**config.mk**
```make
export PLATFORM = sky130hd
export DESIGN_NAME = fetch_prefetch_unit
export DESIGN_NICKNAME = d
export VERILOG_FILES = /design/src/rtl/fetch_pkg.sv /design/src/rtl/prefetch_fifo.sv /design/src/rtl/fetch_prefetch_unit.sv
export SDC_FILE = /design/constraint.sdc
export NUM_CORES = 1
export LEC_CHECK = 0
export ABC_AREA = 0
export CAP_MARGIN = 10
export CORE_MARGIN = 5
export CORE_UTILIZATION = 45
export DETAILED_ROUTE_END_ITERATION = 8
export GPL_TIMING_DRIVEN = 0
export HOLD_SLACK_MARGIN = 0.08
export PLACE_DENSITY = 0.67
export REMOVE_ABC_BUFFERS = 1
export SLEW_MARGIN = 10
export SYNTH_ARGS = -nofsm -noshare
export SYNTH_HDL_FRONTEND = slang
export SYNTH_SLANG_ARGS = --single-unit
```
**constraint.sdc**
```tcl
create_clock -name clk -period 3.3 [get_ports clk]
set_clock_uncertainty 0.15 [all_clocks]
set_input_delay 0.33 -clock clk [delete_from_list [all_inputs] [get_ports clk]]
set_output_delay 0.33 -clock clk [all_outputs]
set_load 0.01 [all_outputs]
```
**src/rtl/fetch_pkg.sv**
```systemverilog
// Shared definitions for the instruction prefetch unit: FSM state encoding and
// default parameter values.
package fetch_pkg;

  localparam int DEF_ADDR_W   = 16;
  localparam int DEF_INSTR_W  = 16;
  localparam int DEF_DEPTH    = 4;
  localparam int DEF_RESET_PC = 0;
  localparam int DEF_PC_STEP  = 1;

  typedef enum logic {
    FETCH = 1'b0,
    HOLD  = 1'b1
  } fetch_state_e;

endpackage

```
**src/rtl/prefetch_fifo.sv**
```systemverilog
// Power-of-two circular buffer holding fetched {pc, instr} entries.
// Clear has priority over push/pop; head_data reads as zero when empty.
module prefetch_fifo #(
  parameter int DEPTH = 4,
  parameter int WIDTH = 32
) (
  input  logic                   clk,
  input  logic                   reset,
  input  logic                   push,
  input  logic [WIDTH-1:0]       push_data,
  input  logic                   pop,
  input  logic                   clear,
  output logic [WIDTH-1:0]       head_data,
  output logic [$clog2(DEPTH):0] count
);

  localparam int PTR_W = $clog2(DEPTH);
  localparam int CNT_W = PTR_W + 1;

  logic [WIDTH-1:0] mem_q [DEPTH];
  logic [WIDTH-1:0] mem_d [DEPTH];
  logic [PTR_W-1:0] rd_ptr_q, rd_ptr_d;
  logic [PTR_W-1:0] wr_ptr_q, wr_ptr_d;
  logic [CNT_W-1:0] count_q, count_d;
  logic             do_push, do_pop;

  // NOTE: every signal gets a default at the top of always_comb so that no
  // path leaves it unassigned, which would otherwise infer a latch.
  always_comb begin
    do_pop   = pop && (count_q != '0);
    do_push  = push && ((count_q != CNT_W'(DEPTH)) || do_pop);
    mem_d    = mem_q;
    rd_ptr_d = rd_ptr_q;
    wr_ptr_d = wr_ptr_q;
    count_d  = count_q;
    if (clear) begin
      rd_ptr_d = '0;
      wr_ptr_d = '0;
      count_d  = '0;
    end else begin
      if (do_push) begin
        mem_d[wr_ptr_q] = push_data;
        wr_ptr_d        = wr_ptr_q + PTR_W'(1);
      end
      if (do_pop) begin
        rd_ptr_d = rd_ptr_q + PTR_W'(1);
      end
      case ({do_push, do_pop})
        2'b10:   count_d = count_q + CNT_W'(1);
        2'b01:   count_d = count_q - CNT_W'(1);
        default: count_d = count_q;
      endcase
    end
  end

  // NOTE: sequential state uses non-blocking assignments so every flop samples
  // its pre-edge value regardless of statement order.
  always_ff @(posedge clk) begin
    if (reset) begin
      rd_ptr_q <= '0;
      wr_ptr_q <= '0;
      count_q  <= '0;
    end else begin
      rd_ptr_q <= rd_ptr_d;
      wr_ptr_q <= wr_ptr_d;
      count_q  <= count_d;
    end
  end

  // NOTE: storage is deliberately not reset; it is only observable through
  // head_data, which is masked to zero whenever the buffer is empty.
  always_ff @(posedge clk) begin
    mem_q <= mem_d;
  end

  assign head_data = (count_q != '0) ? mem_q[rd_ptr_q] : '0;
  assign count     = count_q;

endmodule

```
**src/rtl/fetch_prefetch_unit.sv**
```systemverilog
// Instruction prefetcher: issues reads to a 1-cycle synchronous ROM while buffer
// credit remains, queues returned words, and flushes on redirect using an epoch bit.
module fetch_prefetch_unit
  import fetch_pkg::*;
#(
  parameter int                ADDR_W   = DEF_ADDR_W,
  parameter int                INSTR_W  = DEF_INSTR_W,
  parameter int                DEPTH    = DEF_DEPTH,
  parameter logic [ADDR_W-1:0] RESET_PC = ADDR_W'(DEF_RESET_PC),
  parameter int                PC_STEP  = DEF_PC_STEP
) (
  input  logic                   clk,
  input  logic                   reset,
  input  logic                   redirect_valid,
  input  logic [ADDR_W-1:0]      redirect_addr,
  input  logic                   out_ready,
  output logic [ADDR_W-1:0]      rom_addr,
  input  logic [INSTR_W-1:0]     rom_q,
  output logic                   out_valid,
  output logic [INSTR_W-1:0]     out_instr,
  output logic [ADDR_W-1:0]      out_pc,
  output logic [$clog2(DEPTH):0] count
);

  localparam int CNT_W   = $clog2(DEPTH) + 1;
  localparam int ENTRY_W = ADDR_W + INSTR_W;

  fetch_state_e      state_q, state_d;
  logic [ADDR_W-1:0] fetch_pc_q, fetch_pc_d;
  logic              epoch_q, epoch_d;
  logic              inflight_q, inflight_d;
  logic [ADDR_W-1:0] inflight_pc_q, inflight_pc_d;
  logic              inflight_epoch_q, inflight_epoch_d;

  logic               issue;
  logic               credit;
  logic [CNT_W:0]     committed;
  logic               push, pop;
  logic [ENTRY_W-1:0] head_data;

  // Occupied entries plus the read whose data lands this cycle bound new issues.
  assign committed = {1'b0, count} + {{CNT_W{1'b0}}, inflight_q};
  assign credit    = committed < (CNT_W + 1)'(DEPTH);

  always_comb begin
    state_d          = state_q;
    fetch_pc_d       = fetch_pc_q;
    epoch_d          = epoch_q;
    issue            = 1'b0;
    if (redirect_valid) begin
      state_d    = FETCH;
      fetch_pc_d = redirect_addr;
      epoch_d    = ~epoch_q;
    end else begin
      case (state_q)
        FETCH: begin
          if (credit) begin
            issue      = 1'b1;
            fetch_pc_d = fetch_pc_q + ADDR_W'(PC_STEP);
          end else begin
            state_d = HOLD;
          end
        end
        HOLD: begin
          if (credit) state_d = FETCH;
        end
        default: state_d = FETCH;
      endcase
    end
    inflight_d       = issue;
    inflight_pc_d    = issue ? fetch_pc_q : inflight_pc_q;
    inflight_epoch_d = issue ? epoch_q : inflight_epoch_q;
  end

  always_ff @(posedge clk) begin
    if (reset) begin
      state_q          <= FETCH;
      fetch_pc_q       <= RESET_PC;
      epoch_q          <= 1'b0;
      inflight_q       <= 1'b0;
      inflight_pc_q    <= '0;
      inflight_epoch_q <= 1'b0;
    end else begin
      state_q          <= state_d;
      fetch_pc_q       <= fetch_pc_d;
      epoch_q          <= epoch_d;
      inflight_q       <= inflight_d;
      inflight_pc_q    <= inflight_pc_d;
      inflight_epoch_q <= inflight_epoch_d;
    end
  end

  // Returning data from an older epoch belongs to a squashed path.
  assign push     = inflight_q && (inflight_epoch_q == epoch_q);
  assign pop      = out_valid && out_ready;
  assign rom_addr = reset ? RESET_PC : fetch_pc_q;

  prefetch_fifo #(
    .DEPTH (DEPTH),
    .WIDTH (ENTRY_W)
  ) u_fifo (
    .clk       (clk),
    .reset     (reset),
    .push      (push),
    .push_data ({inflight_pc_q, rom_q}),
    .pop       (pop),
    .clear     (redirect_valid),
    .head_data (head_data),
    .count     (count)
  );

  assign out_valid = (count != '0);
  assign out_pc    = head_data[ENTRY_W-1:INSTR_W];
  assign out_instr = head_data[INSTR_W-1:0];

endmodule
```
==> results.cfg <==
[placed_design]
io_buffers = 87
dpl_worst_slack_ns = 0.195
place_inst = 718
dp_hpwl_um = 8560
place_congestion = 0.748

[synthesis]
synth_most_common_cell = edfxtp_1
netlist_top_cells_count = edfxtp_1 (128), dfxtp_1 (43), nand2_1 (41), and2_1 (38), mux4_2 (32)
syn_avg_cell_area_um2 = 15.1
synth_top_family_by_area = simple AND/OR/NAND/NOR gates
yosys_warnings = 0
muxShareOfSynthArea = 0.106
netlist_instances = 463
yosys.area_share.simple = 0.120
yosys.area.top_type = edfxtp_1
synth.distinct_cells = 49
synth-seq-cells = 171
synth_compound_area_frac = 0.0452
synth-xor-area-share = 0.0200
synth_edf_count = 128
synth-adder-area-share = 0.0136
syn-cell-area_um2 = 7000
synth_seq_area_share = 0.672
ys.flop_type = edfxtp_1
ys_async_sr_fraction = 0
synthTopCellsByArea = edfxtp_1 (55%), dfxtp_1 (12%), mux4_2 (10%)
synth_top_cell_area_share = 0.549

[clocking]
cts_buffer_depth = 2
postCtsSetupBuffers = 0
path_clk_slew_ns = 0.06
cts_num_sinks = 171
numCtsBuffers = 17
cts_tree = built
clk_latency_ns = 0.42
cts_htree_levels = 4
cts_root_buffer = clkbuf_16
cts.repair.resized = 0
ctsHoldBuffers = 0

[worst_setup_path]
worst_setup_path_end_kind = output pin
path_buf_inv = 1
cp_slowest_cell = dfxtp_4
start_kind = flop
arrival_ns = 2.51
crit_family = flip-flops
worstPathMaxFanout = 34
critPathRequiredTime_ns = 2.82
path_cells = mux4_2 > and2_1 > clkdlybuf4s50_1
cpPeakStageDelay_ns = 0.80
path_class = flop to output pin

[final_layout]
final_core_util = 0.576
synthToLayoutAreaGrowth_pct = 25.1
fin_cells = 750
nets = 592
drive_gt1_frac = 0.153
antenna_cells = 0

[pwr]
power.total_mw = 4.71
pwr_density_cell_nw_per_um2 = 539
leakagePower_nw = 2.85
ir_drop_mv = 0.406

[timing]
slew_headroom = 0.450
hold_ws_ns = 0.310
finalWorstSetupSlack_ns = 0.309
slew_violations = 0
rsz0062_at_grt = no
worstMarginPinSlew_ns = 0.825
hold_viol = 0
finalSetupViolCount = 0
fmax_ghz = 0.334
period_needed_ns = 2.99
min_period_over_period = 0.906

[run_status]
status = completed

[routing]
drt_iter0_drc = 275
wirelength_um = 13100
drc = 0
wl_per_cell_um = 17.5
first_pass_iters = 5
vias = 3966
drtAntennaViolNets = 0
via_per_inst = 5.29

[global_route]
grt_max_degree = 51
antenna_found_initial = 0
grt-ovfl-total = 0
grt_usage = 0.155
first_global_vias = 4167
grt_pass1_wl_um = 21600

[floorplan]
initial_core_util = 0.460
die_h_um = 135
io_pins = 88
num_rows = 45
core_um2 = 15200
die-area_um2 = 18100
dieWidth_um = 135

[hold_path]
min_path_type = flop to flop

[job]
cap_violations = 0
==> worst register-to-register path: cells and delay by family (launching register included) <==
family / cells / cell delay [ns]
compound gates: 1 / 0.14
xor+xnor: 1 / 0.17
fa+ha+maj: 2 / 0.57
buf+inv: 1 / 0.06
flops: 1 / 0.53
simple gates: 3 / 1.18
==> path summary, 6_finish.rpt <==
| kind | from | endpoint | slack, ns | cells past startpoint |
|---|---|---|---|---|
| hold reg to reg | fetch_pc_q[15] | inflight_pc_q[15] | 0.31 | 2 |
| setup reg to reg | u_fifo.count[0] | u_fifo.count[2] | 0.44 | 8 |
| setup / recovery | u_fifo.rd_ptr_q[0] | out_pc[10] | 0.31 | 3 |
| hold / removal | fetch_pc_q[15] | inflight_pc_q[15] | 0.31 | 2 |
==> per-stage QoR <==
step | area [um^2] | TNS, ns
6_report | 8750 | 0
4_1_cts | 8750 | 0
3_5_place_dp | 8130 | 0
2_1_floorplan | 6880 | 0
5_1_grt | 8750 | 0
3_3_place_gp | 7990 | -22.31
==> placed cells by master, fill, tap and decap left out, drive strengths merged, types with 3 or more instances in the layout <==
master and count:
xnor2 8, a211oi 9, a311oi 3, clkbuf 18, clkinvlp 6, ha 6, and3 3, inv 12
a21oi 19, nor2 29, dfxtp 43, and2 38, nand2 41, clkinv 4, mux4 32, nand3 9
nor3 6, or3 3, and4 3, xor2 8, buf 6, nand4 6, edfxtp 128, bufinv 4
clkdlybuf4s50 86, nor2b 12
==> state kept, by name, indices dropped and copies added, names as in the netlist <==
signal            flops
u_fifo.mem_q        128
state_q               1
u_fifo.count          3
fetch_pc_q           16
u_fifo.rd_ptr_q       2
inflight_epoch_q      1
inflight_q            1
epoch_q               1
inflight_pc_q        16
u_fifo.wr_ptr_q       2
==> metal layers <==
layer  global-route usage  wire length, um  vias to the layer above  share of wire
met5                    0                0                        -              0
met4               0.0526              154                        0          0.012
met3               0.0540              759                       14          0.058
met2                0.247             6320                      110           0.48
met1                0.201             5870                     1933           0.45
li1                     -                -                     1909              -
==> logic make-up (layout without fill, tap and decap cells) <==
group / Yosys count / after routing
AO/OA/AOI/OAI: 43 / 43
buffers and inverters: 37 / 136
AND/OR/NAND/NOR: 155 / 155
multiplexers: 34 / 34
XOR/XNOR: 16 / 16
flip-flops: 171 / 171
adder cells (fa/ha/maj): 7 / 7
==> where the power goes <==
part | internal (mW) | switching, mW
registers | 2.35 | 0.0475
logic | 0.137 | 0.118
clock network | 1.27 | 0.795
==> layout make-up <==
| class | count | area, um^2 |
|---|---|---|
| clock inverters | 14 | 196 |
| fillers | 1211 | 6450 |
| repair buffers | 92 | 996 |
| inverters | 12 | 45.0 |
| multi-input cells | 255 | 2140 |
| well taps | 188 | 235 |
| clock buffers | 18 | 429 |
| flip-flops and latches | 171 | 4710 |
Note: power is estimated with default switching activity, not from simulation.
